$ cat config.mk
export PLATFORM = sky130hd
export DESIGN_NAME = keypad_event_encoder
export DESIGN_NICKNAME = d
export VERILOG_FILES = /design/src/rtl/keypad_event_encoder_pkg.sv /design/src/rtl/keypad_event_encoder_debounce_bit.sv /design/src/rtl/keypad_event_encoder.sv
export SDC_FILE = /design/constraint.sdc
export NUM_CORES = 1
export LEC_CHECK = 0
export BUFFER_PORTS_ARGS = -buffer_cell sky130_fd_sc_hd__buf_2
export CORE_MARGIN = 1
export CORE_UTILIZATION = 55
export CTS_BUF_LIST = sky130_fd_sc_hd__clkbuf_16
export DETAILED_ROUTE_END_ITERATION = 16
export GPL_ROUTABILITY_DRIVEN = 0
export GPL_TIMING_DRIVEN = 0
export PLACE_DENSITY_LB_ADDON = 0.08
export SLEW_MARGIN = 15
export SYNTH_ARGS = -nofsm -noshare
export SYNTH_HDL_FRONTEND = slang
export SYNTH_SLANG_ARGS = --single-unit
$ cat constraint.sdc
create_clock -name clk -period 5.7 [get_ports clk]
set_input_delay 0.855 -clock clk [delete_from_list [all_inputs] [get_ports clk]]
set_output_delay 0.855 -clock clk [all_outputs]
set_load 0.005 [all_outputs]
$ cat src/rtl/keypad_event_encoder_pkg.sv
// Shared definitions for the front-panel input conditioning stage:
// key codes, key FSM state encoding and debounce defaults.
package keypad_event_encoder_pkg;

  localparam int unsigned DEBOUNCE_CYCLES_DEF = 20;
  localparam int unsigned NUM_KEYS            = 17;

  localparam logic [4:0] KEY_D0     = 5'd0;
  localparam logic [4:0] KEY_D1     = 5'd1;
  localparam logic [4:0] KEY_D2     = 5'd2;
  localparam logic [4:0] KEY_D3     = 5'd3;
  localparam logic [4:0] KEY_D4     = 5'd4;
  localparam logic [4:0] KEY_D5     = 5'd5;
  localparam logic [4:0] KEY_D6     = 5'd6;
  localparam logic [4:0] KEY_D7     = 5'd7;
  localparam logic [4:0] KEY_D8     = 5'd8;
  localparam logic [4:0] KEY_D9     = 5'd9;
  localparam logic [4:0] KEY_START  = 5'd10;
  localparam logic [4:0] KEY_CANCEL = 5'd11;
  localparam logic [4:0] KEY_CONF   = 5'd12;
  localparam logic [4:0] KEY_REC0   = 5'd13;
  localparam logic [4:0] KEY_REC1   = 5'd14;
  localparam logic [4:0] KEY_REC2   = 5'd15;
  localparam logic [4:0] KEY_REC3   = 5'd16;

  typedef enum logic [1:0] {
    IDLE     = 2'd0,
    DEBOUNCE = 2'd1,
    HELD     = 2'd2,
    RELEASE  = 2'd3
  } key_state_t;

  // True when exactly one key bit is set.
  function automatic logic is_onehot(input logic [NUM_KEYS-1:0] v);
    return (v != '0) && ((v & (v - 17'd1)) == '0);
  endfunction

  // Index of the lowest set bit; only meaningful for a one-hot vector.
  function automatic logic [4:0] key_index(input logic [NUM_KEYS-1:0] v);
    logic [4:0] idx;
    idx = '0;
    for (int unsigned i = NUM_KEYS; i > 0; i--) begin
      if (v[i-1]) idx = 5'(i - 1);
    end
    return idx;
  endfunction

  // Single-bit mask for a key code.
  function automatic logic [NUM_KEYS-1:0] key_mask(input logic [4:0] code);
    return 17'(1) << code;
  endfunction

endpackage

$ cat src/rtl/keypad_event_encoder_debounce_bit.sv
// Two-flop synchronizer plus stable-count debouncer for one level signal.
module debounce_bit
  import keypad_event_encoder_pkg::*;
#(
  parameter int unsigned STABLE_CYCLES = DEBOUNCE_CYCLES_DEF,
  parameter int unsigned CNT_W         = 5
) (
  input  logic clk,
  input  logic rst,
  input  logic din,
  output logic dout
);

  logic             s1;
  logic             s2;
  logic [CNT_W-1:0] cnt;

  // Bring the raw level into the clock domain.
  always_ff @(posedge clk) begin
    if (rst) begin
      s1 <= 1'b0;
      s2 <= 1'b0;
    end else begin
      s1 <= din;
      s2 <= s1;
    end
  end

  // Count consecutive differing cycles; commit once STABLE_CYCLES have been
  // seen and the level still differs, which lines up with the key path latency.
  always_ff @(posedge clk) begin
    if (rst) begin
      cnt  <= '0;
      dout <= 1'b0;
    end else if (s2 != dout) begin
      if (cnt == CNT_W'(STABLE_CYCLES)) begin
        dout <= s2;
        cnt  <= '0;
      end else begin
        cnt <= cnt + 1'b1;
      end
    end else begin
      cnt <= '0;
    end
  end

endmodule

$ cat src/rtl/keypad_event_encoder.sv
// Front-panel conditioning: synchronizes and debounces keypad, config and
// recipe buttons into single-cycle key events, and debounces the door switch.
module keypad_event_encoder
  import keypad_event_encoder_pkg::*;
#(
  parameter int unsigned DEBOUNCE_CYCLES = DEBOUNCE_CYCLES_DEF,
  parameter int unsigned CNT_W           = 5
) (
  input  logic        clk,
  input  logic        rst,
  input  logic [11:0] t,
  input  logic        conf,
  input  logic [3:0]  r,
  input  logic        porta,
  output logic        key_valid,
  output logic [4:0]  key_code,
  output logic        key_held,
  output logic        door_open
);

  localparam logic [CNT_W-1:0] CNT_LAST = CNT_W'(DEBOUNCE_CYCLES - 1);

  logic [NUM_KEYS-1:0] v;
  logic [NUM_KEYS-1:0] s1;
  logic [NUM_KEYS-1:0] sv;
  logic                vld1;
  logic                vld2;
  key_state_t          state;
  logic [CNT_W-1:0]    cnt;
  logic [4:0]          cand;
  logic                armed;

  assign v = {r, conf, t};

  // Two-flop synchronizer for the key vector, with a valid bit riding along
  // so the FSM can tell reset-cleared flops from a genuinely released panel.
  always_ff @(posedge clk) begin
    if (rst) begin
      s1   <= '0;
      sv   <= '0;
      vld1 <= 1'b0;
      vld2 <= 1'b0;
    end else begin
      s1   <= v;
      sv   <= s1;
      vld1 <= 1'b1;
      vld2 <= vld1;
    end
  end

  // Key FSM with registered outputs. A press only starts debounce once an
  // all-released vector has been seen since reset (armed), so a key held
  // through reset must be released and pressed again.
  always_ff @(posedge clk) begin
    if (rst) begin
      state     <= IDLE;
      cnt       <= '0;
      cand      <= '0;
      armed     <= 1'b0;
      key_valid <= 1'b0;
      key_code  <= KEY_D0;
      key_held  <= 1'b0;
    end else begin
      key_valid <= 1'b0;
      case (state)
        IDLE: begin
          if (sv == '0) begin
            if (vld2) armed <= 1'b1;
          end else if (armed && is_onehot(sv)) begin
            cand  <= key_index(sv);
            cnt   <= '0;
            state <= DEBOUNCE;
          end
        end
        DEBOUNCE: begin
          if (sv == key_mask(cand)) begin
            if (cnt == CNT_LAST) begin
              key_valid <= 1'b1;
              key_code  <= cand;
              key_held  <= 1'b1;
              state     <= HELD;
            end else begin
              cnt <= cnt + 1'b1;
            end
          end else begin
            state <= IDLE;
          end
        end
        HELD: begin
          key_held <= 1'b1;
          if (sv == '0) begin
            cnt      <= '0;
            key_held <= 1'b0;
            state    <= RELEASE;
          end
        end
        RELEASE: begin
          if (sv == '0) begin
            if (cnt == CNT_LAST) state <= IDLE;
            else                 cnt   <= cnt + 1'b1;
          end else begin
            key_held <= 1'b1;
            state    <= HELD;
          end
        end
        default: state <= IDLE;
      endcase
    end
  end

  debounce_bit #(
    .STABLE_CYCLES(DEBOUNCE_CYCLES),
    .CNT_W        (CNT_W)
  ) u_door (
    .clk (clk),
    .rst (rst),
    .din (porta),
    .dout(door_open)
  );

endmodule

==> flow_metrics.tcl, run 1 <==
set metrics [dict create \
    run_status "completed" \
    cap_violations 0 \
    pin_count 28 \
    final_nets 404 \
    fmax_mhz 372 \
    synthCells 343 \
    synth_area_sq_mm 0.00305 \
    yosysWarnings 0 \
    worstSetupEndpointType "register" \
    cts_tree "yes" \
    postRouteAntennaNets 0 \
    cellLeakagePower_nw 1.44 \
    synth_area_leaders "dfxtp_1 (42%), nor2b_1 (9.2%), nor2_1 (4.1%)" \
    routed_wl_mm 6.52 \
    syn2layout_area_growth_pct 18.3 \
    worstPathCellList "buf_2 > nand4b_1 > a211o_1 > a221oi_1 > nand4_2 > a22o_1 > a21oi_1" \
    tightest_slew_ns 0.700 \
    synth-main-ff-cell "dfxtp_1" \
    grt_max_degree 12 \
    timing.slew.headroom_pct 53.3 \
    path_clk_slew_ns 0.05 \
    core-area_sq_mm 0.00524 \
    period_minus_slack_ns 2.69 \
    synth_seq_cells 64 \
    antenna_found_initial 0 \
    synth_top_area_share_pct 42.0 \
    power_density_mw_per_mm2 323 \
    rsz0062_at_grt "false" \
    synth_xor_area_share_pct 1.72 \
    min_to "sv[4]" \
    dr.pass1.iters 4 \
    reg2reg_depth 7 \
    crit_arrival_ns 2.94 \
    dieArea_sq_mm 0.00584 \
    worstHoldStart "s1[4]" \
    fin_tns_setup_ns 0 \
    syn_nets 366 \
    synth-edff-count 0 \
    synthMuxAreaShare_pct 3.00 \
    final_util_pct 68.9 \
    cpPeakStageDelay_ns 0.62 \
    synthAdderAreaFrac_pct 1.56 \
    clk_path_buf_depth 2 \
    cp_max_fo 10 \
    finalCritPeriodShare_pct 47.2 \
    drive_gt1_share_pct 17.1 \
    worstReg2RegStart "cand[2]" \
    port-buffer-count 27 \
    die_x_um 76.4 \
    synth_top_family_by_area "simple AND/OR/NAND/NOR gates" \
    vdd_drop_max_uv 349 \
    grt_pass1_vias 2339 \
    synthDistinctLibCells 64 \
    place_area_sq_mm 0.00327 \
    cts.sinks 64 \
    n_antenna_cell 0 \
    root_buffer "clkbuf_16" \
    worstSetupPathType "register to register" \
    cp-startpoint "cand[2]" \
    cts_resized 0 \
    critPathTopFamily "compound AO/OA/AOI/OAI gates" \
    synth_seq_area_share_pct 42.0 \
    clock_latency_ns 0.32 \
    grt_pass1_wl_mm 11.2 \
    drt_iter0_markers 224 \
    setup_violations 0 \
    drv_slew 0 \
    post_cts_buffers 0 \
    gr-total-overflow 0 \
    reg2reg_to "key_held" \
    holdCritPathClass "register to register" \
    r2r_slack_ns 3.01 \
    htree_num_levels 3 \
    drc_errors 0 \
    via_count 2567 \
    start_util_pct 58.2 \
    rows 26 \
    required_ns 5.95 \
    synth_simple_gate_area_share_pct 31.6 \
    finalHoldViolations 0 \
    numCtsBuffers 9 \
    post_drt_wl_per_cell_um 14.3 \
    via_per_inst 5.63 \
    ys_async_sr_fraction_pct 0 \
    avgSynthCellArea_sq_um 8.89 \
    startpoint_type "register" \
    hpwl_mm 4.52 \
    grt_util_all_layers_pct 24.4 \
    final_area_sq_mm 0.00361 \
    hold_buffers 0 \
    synth_compound_area_share_pct 15.1 \
    die_h_um 76.4 \
    synth.largest_area_cell "dfxtp_1" \
    cpMaxStageDelayCell "a221oi_1" \
    fin_skew_ns 0.00613 \
    crit_buf_inv 1 \
    worstHoldPathCells 1 \
]
## synth_stat cells (4+ instances only)
master,n
a211oi_1,4
o31ai_1,5
nand4b_1,4
dfxtp_1,64
a31oi_1,4
clkbuf_1,12
nor4_1,10
or4_1,4
nand4_1,5
nor3_1,12
buf_2,8
nand3_1,4
o21ai_0,13
mux2i_1,8
a21oi_1,15
nor3b_1,5
xor2_1,4
nor2b_1,45
inv_1,13
nor2_1,33
nand2_1,9
## worst reg2reg max path, cell delays in order (launching register included)
cell and delay, ns:
dfxtp_1 0.46, buf_2 0.30, nand4b_1 0.13, a211o_1 0.32
a221oi_1 0.62, nand4_2 0.38, a22o_1 0.29, a21oi_1 0.13
## metal layers
layer,vias up,share of wire [%],track usage (%)
li1,1311,-,-
met1,1151,47,31.4
met2,92,44,38.3
met3,13,6.0,5.63
met4,0,2.6,12.1
met5,-,0,0
## through the flow
| step | instances | setup WS, ns | hold WS [ns] | power, mW |
|---|---|---|---|---|
| 3_3_place_gp | 440 | 3.10 | 0.418 | 0.559 |
| 3_5_place_dp | 440 | 3.07 | 0.420 | 0.560 |
| 5_1_grt | 456 | 2.79 | 0.444 | 1.21 |
| 4_1_cts | 456 | 3.01 | 0.432 | 1.17 |
| 6_report | 456 | 3.01 | 0.430 | 1.17 |
| 2_1_floorplan | 343 | 3.41 | 0.414 | 0.538 |
## layout make-up
class / count / area (sq um)
clock inverter: 7 / 111
fill: 435 / 1630
timing repair buffer: 27 / 135
sequential: 64 / 1280
buffer: 24 / 104
clock buffer: 9 / 225
tap: 70 / 87.6
multi-input combinational: 242 / 1610
inverter: 13 / 48.8
## how the worst max path moves through the flow
| stage | to | slack [ns] | depth (start not counted) |
|---|---|---|---|
| floorplan | cnt[0] | 3.41 | 8 |
| global placement | key_held | 3.10 | 7 |
| detailed placement | key_held | 3.07 | 7 |
| CTS | key_held | 3.01 | 7 |
| global route | key_code[1] | 2.79 | 7 |
| finish | key_held | 3.01 | 7 |
## sequential cells by signal, indices dropped and copies added, names as in the netlist, 2 cells and up
register and count:
u_door.cnt 5, key_code 5, cnt 5, cand 5
state 2, sv 17, s1 17
## cells by family after synthesis
kind of cell / Yosys count
and+or+nand+nor: 156
AOI/OAI and AO/OA: 67
DFF: 64
buffers and inverters: 37
xor gates and xnor gates: 6
muxes: 9
adders and majority gates: 4
## where the power goes
part / switching, mW / internal, mW
sequential: 0.00634 / 0.461
clock: 0.189 / 0.423
combinational: 0.0478 / 0.0372
## placed cells by master, fill, tap and decap left out, drive strengths merged, types with 4 or more instances in the layout
cell type | synthesis | final
a211oi | 4 | 4
a21oi | 16 | 16
a31o | 4 | 4
a31oi | 4 | 4
buf | 12 | 39
clkbuf | 12 | 21
dfxtp | 64 | 64
inv | 13 | 14
mux2i | 8 | 8
nand2 | 9 | 9
nand3 | 4 | 4
nand4 | 7 | 7
nand4b | 4 | 4
nor2 | 34 | 34
nor2b | 45 | 45
nor3 | 12 | 12
nor3b | 6 | 6
nor4 | 11 | 11
o21ai | 13 | 13
o31ai | 5 | 5
or4 | 6 | 6
xor2 | 4 | 4
Note: power is estimated with default switching activity, not from simulation.
==> run 2, diff against run 1 <==
--- a/config.mk
+++ b/config.mk
@@ -7,7 +7,7 @@
 export LEC_CHECK = 0
 export BUFFER_PORTS_ARGS = -buffer_cell sky130_fd_sc_hd__buf_2
 export CORE_MARGIN = 1
-export CORE_UTILIZATION = 55
+export CORE_UTILIZATION = 53
 export CTS_BUF_LIST = sky130_fd_sc_hd__clkbuf_16
 export DETAILED_ROUTE_END_ITERATION = 16
 export GPL_ROUTABILITY_DRIVEN = 0
==> constraint.sdc (replaced) <==
create_clock -name clk -period 2.15 [get_ports clk]
set_input_delay 0.3225 -clock clk [delete_from_list [all_inputs] [get_ports clk]]
set_output_delay 0.3225 -clock clk [all_outputs]
set_load 0.005 [all_outputs]
==> run 2 against run 1 <==
Compared with the run above:
- the run now ends with negative setup slack left
- die area is 3.7% higher
- utilization is 7.7 points higher
- sequential share of layout area is 4.6 points lower
- first-iteration DRC count is 34% higher
- clock-buffer cell count stayed put
- clock power is 110% higher
==> flow_metrics.tcl, run 2 (same netlist as run 1, synthesis figures left out) <==
set metrics [dict create \
    timing.slew.headroom_pct 49.9 \
    crit_arrival_ns 2.53 \
    core-area_sq_mm 0.00554 \
    tightest_slew_ns 0.752 \
    path_clk_slew_ns 0.06 \
    worstPathCellList "or4_4 > nor4_4 > buf_4 > o32a_4 > nand4_4 > buf_12 > buf_8 > o21ai_2 > a21oi_1" \
    fill_cells 380 \
    power_density_mw_per_mm2 663 \
    start_util_pct 55.0 \
    grt_pass1_wl_mm 11.9 \
    via_count 2909 \
    timing.final.ws_setup_ns -0.216 \
    pin_count 28 \
    rows 27 \
    dr.pass1.iters 5 \
    die_x_um 77.8 \
    worstSetupEndpointType "register" \
    layout_common_cells "dfxtp_1 (51), nor2b_1 (43), nor2_1 (31), buf_2 (27), buf_4 (25)" \
    crit_buf_inv 3 \
    hold_buffers 0 \
    hpwl_mm 4.67 \
    routed_wl_mm 8.11 \
    top_regs "s1 (17), sv (17)" \
    final_common_cell "dfxtp_1" \
    antenna_found_initial 0 \
    fin_skew_ns 0.00763 \
    drive_gt1_share_pct 36.0 \
    period_minus_slack_ns 2.37 \
    htree_num_levels 3 \
    gr-total-overflow 0 \
    finalCritPeriodShare_pct 110 \
    dp_slack_ns -0.423 \
    violations "negative setup slack" \
    startpoint_type "register" \
    drt_iter0_markers 301 \
    clk_path_buf_depth 2 \
    worstSetupPathType "register to register" \
    postRouteAntennaNets 0 \
    rsz0062_at_grt "true" \
    dieArea_sq_mm 0.00606 \
    n_antenna_cell 0 \
    fin_tns_setup_ns -2.10 \
    clock_latency_ns 0.32 \
    post_drt_wl_per_cell_um 16.8 \
    holdCritPathClass "primary input to register" \
    grt_max_degree 12 \
    via_per_inst 6.02 \
    cellLeakagePower_nw 1.67 \
    required_ns 2.32 \
    setup_violations 18 \
    port-buffer-count 27 \
    vdd_drop_max_uv 604 \
    finalHoldViolations 0 \
    numCtsBuffers 9 \
    run_status "finished, violations left" \
    root_buffer "clkbuf_16" \
    fmax_mhz 423 \
    cpMaxStageDelayCell "or4_4" \
    critPathTopFamily "simple AND/OR/NAND/NOR gates" \
    drc_errors 0 \
    grt_pass1_vias 2486 \
    cap_violations 0 \
    cts_tree "yes" \
    die_h_um 77.8 \
    cts.sinks 64 \
    syn2layout_area_growth_pct 39.2 \
    final_nets 429 \
    grt_util_all_layers_pct 25.5 \
    drv_slew 0 \
    cpPeakStageDelay_ns 0.56 \
    cp_max_fo 4 \
]
## run 2: worst reg2reg max path: cells and delay by family, from the launching register on
| kind | cells | cell delay (ns) |
|---|---|---|
| and+or+nand+nor | 3 | 1.01 |
| buffers and inverters | 3 | 0.48 |
| AOI/OAI and AO/OA | 3 | 0.38 |
| DFF | 1 | 0.35 |
## run 2: routing by layer
metal,wire [um],vias to the layer above,share of wire [%],GRT usage [%]
met5,0,-,0,0
met4,340,0,4.2,13.4
met3,543,35,6.7,5.18
met2,3910,170,48,42.8
met1,3320,1330,41,30.5
li1,-,1374,-,-
## run 2: power by group
group          total, mW  internal, mW  leakage (nW)  switching (mW)
Clock               1.26         0.763         0.122           0.494
Combinational      0.309         0.154          1.02           0.155
Sequential          1.25          1.22         0.532          0.0278
## run 2: final timing paths
kind,startpoint,to,slack (ns),depth (start not counted)
max,sv[0],cand[1],-0.22,9
min,porta,u_door.s1,0.21,2
max reg2reg,sv[0],cand[1],-0.22,9
min reg2reg,s1[0],sv[0],0.43,1
## run 2: metrics by stage
stage | power [mW] | util (%) | hold slack [ns] | instance area, sq um | std cells
after global placement | 1.49 | 59.3 | 0.417 | 3290 | 442
after global routing | 2.92 | 76.6 | 0.213 | 4240 | 483
after detailed placement | 1.49 | 59.3 | 0.422 | 3290 | 442
final | 2.81 | 76.6 | 0.209 | 4240 | 483
after CTS | 2.78 | 69.9 | 0.199 | 3870 | 469
after floorplan | 1.43 | - | 0.414 | 3060 | 343
## run 2: cell type report
type | instances | area, sq um | share of cell area [%]
buffer | 18 | 135 | 3.19
timing repair buffer | 58 | 430 | 10.1
inverter | 13 | 48.8 | 1.15
clock inverter | 7 | 38.8 | 0.914
multi-input combinational | 242 | 1960 | 46.2
tap | 72 | 90.1 | 2.12
sequential | 64 | 1310 | 30.9
clock buffer | 9 | 225 | 5.31
## run 2: repair_timing
item                                    in CTS  in global routing
cloned                                       0                  2
setup buffers                               15                 14
pin swaps                                   19                 23
gates resized for setup                     62                 52
endpoints found under the setup margin      19                 19
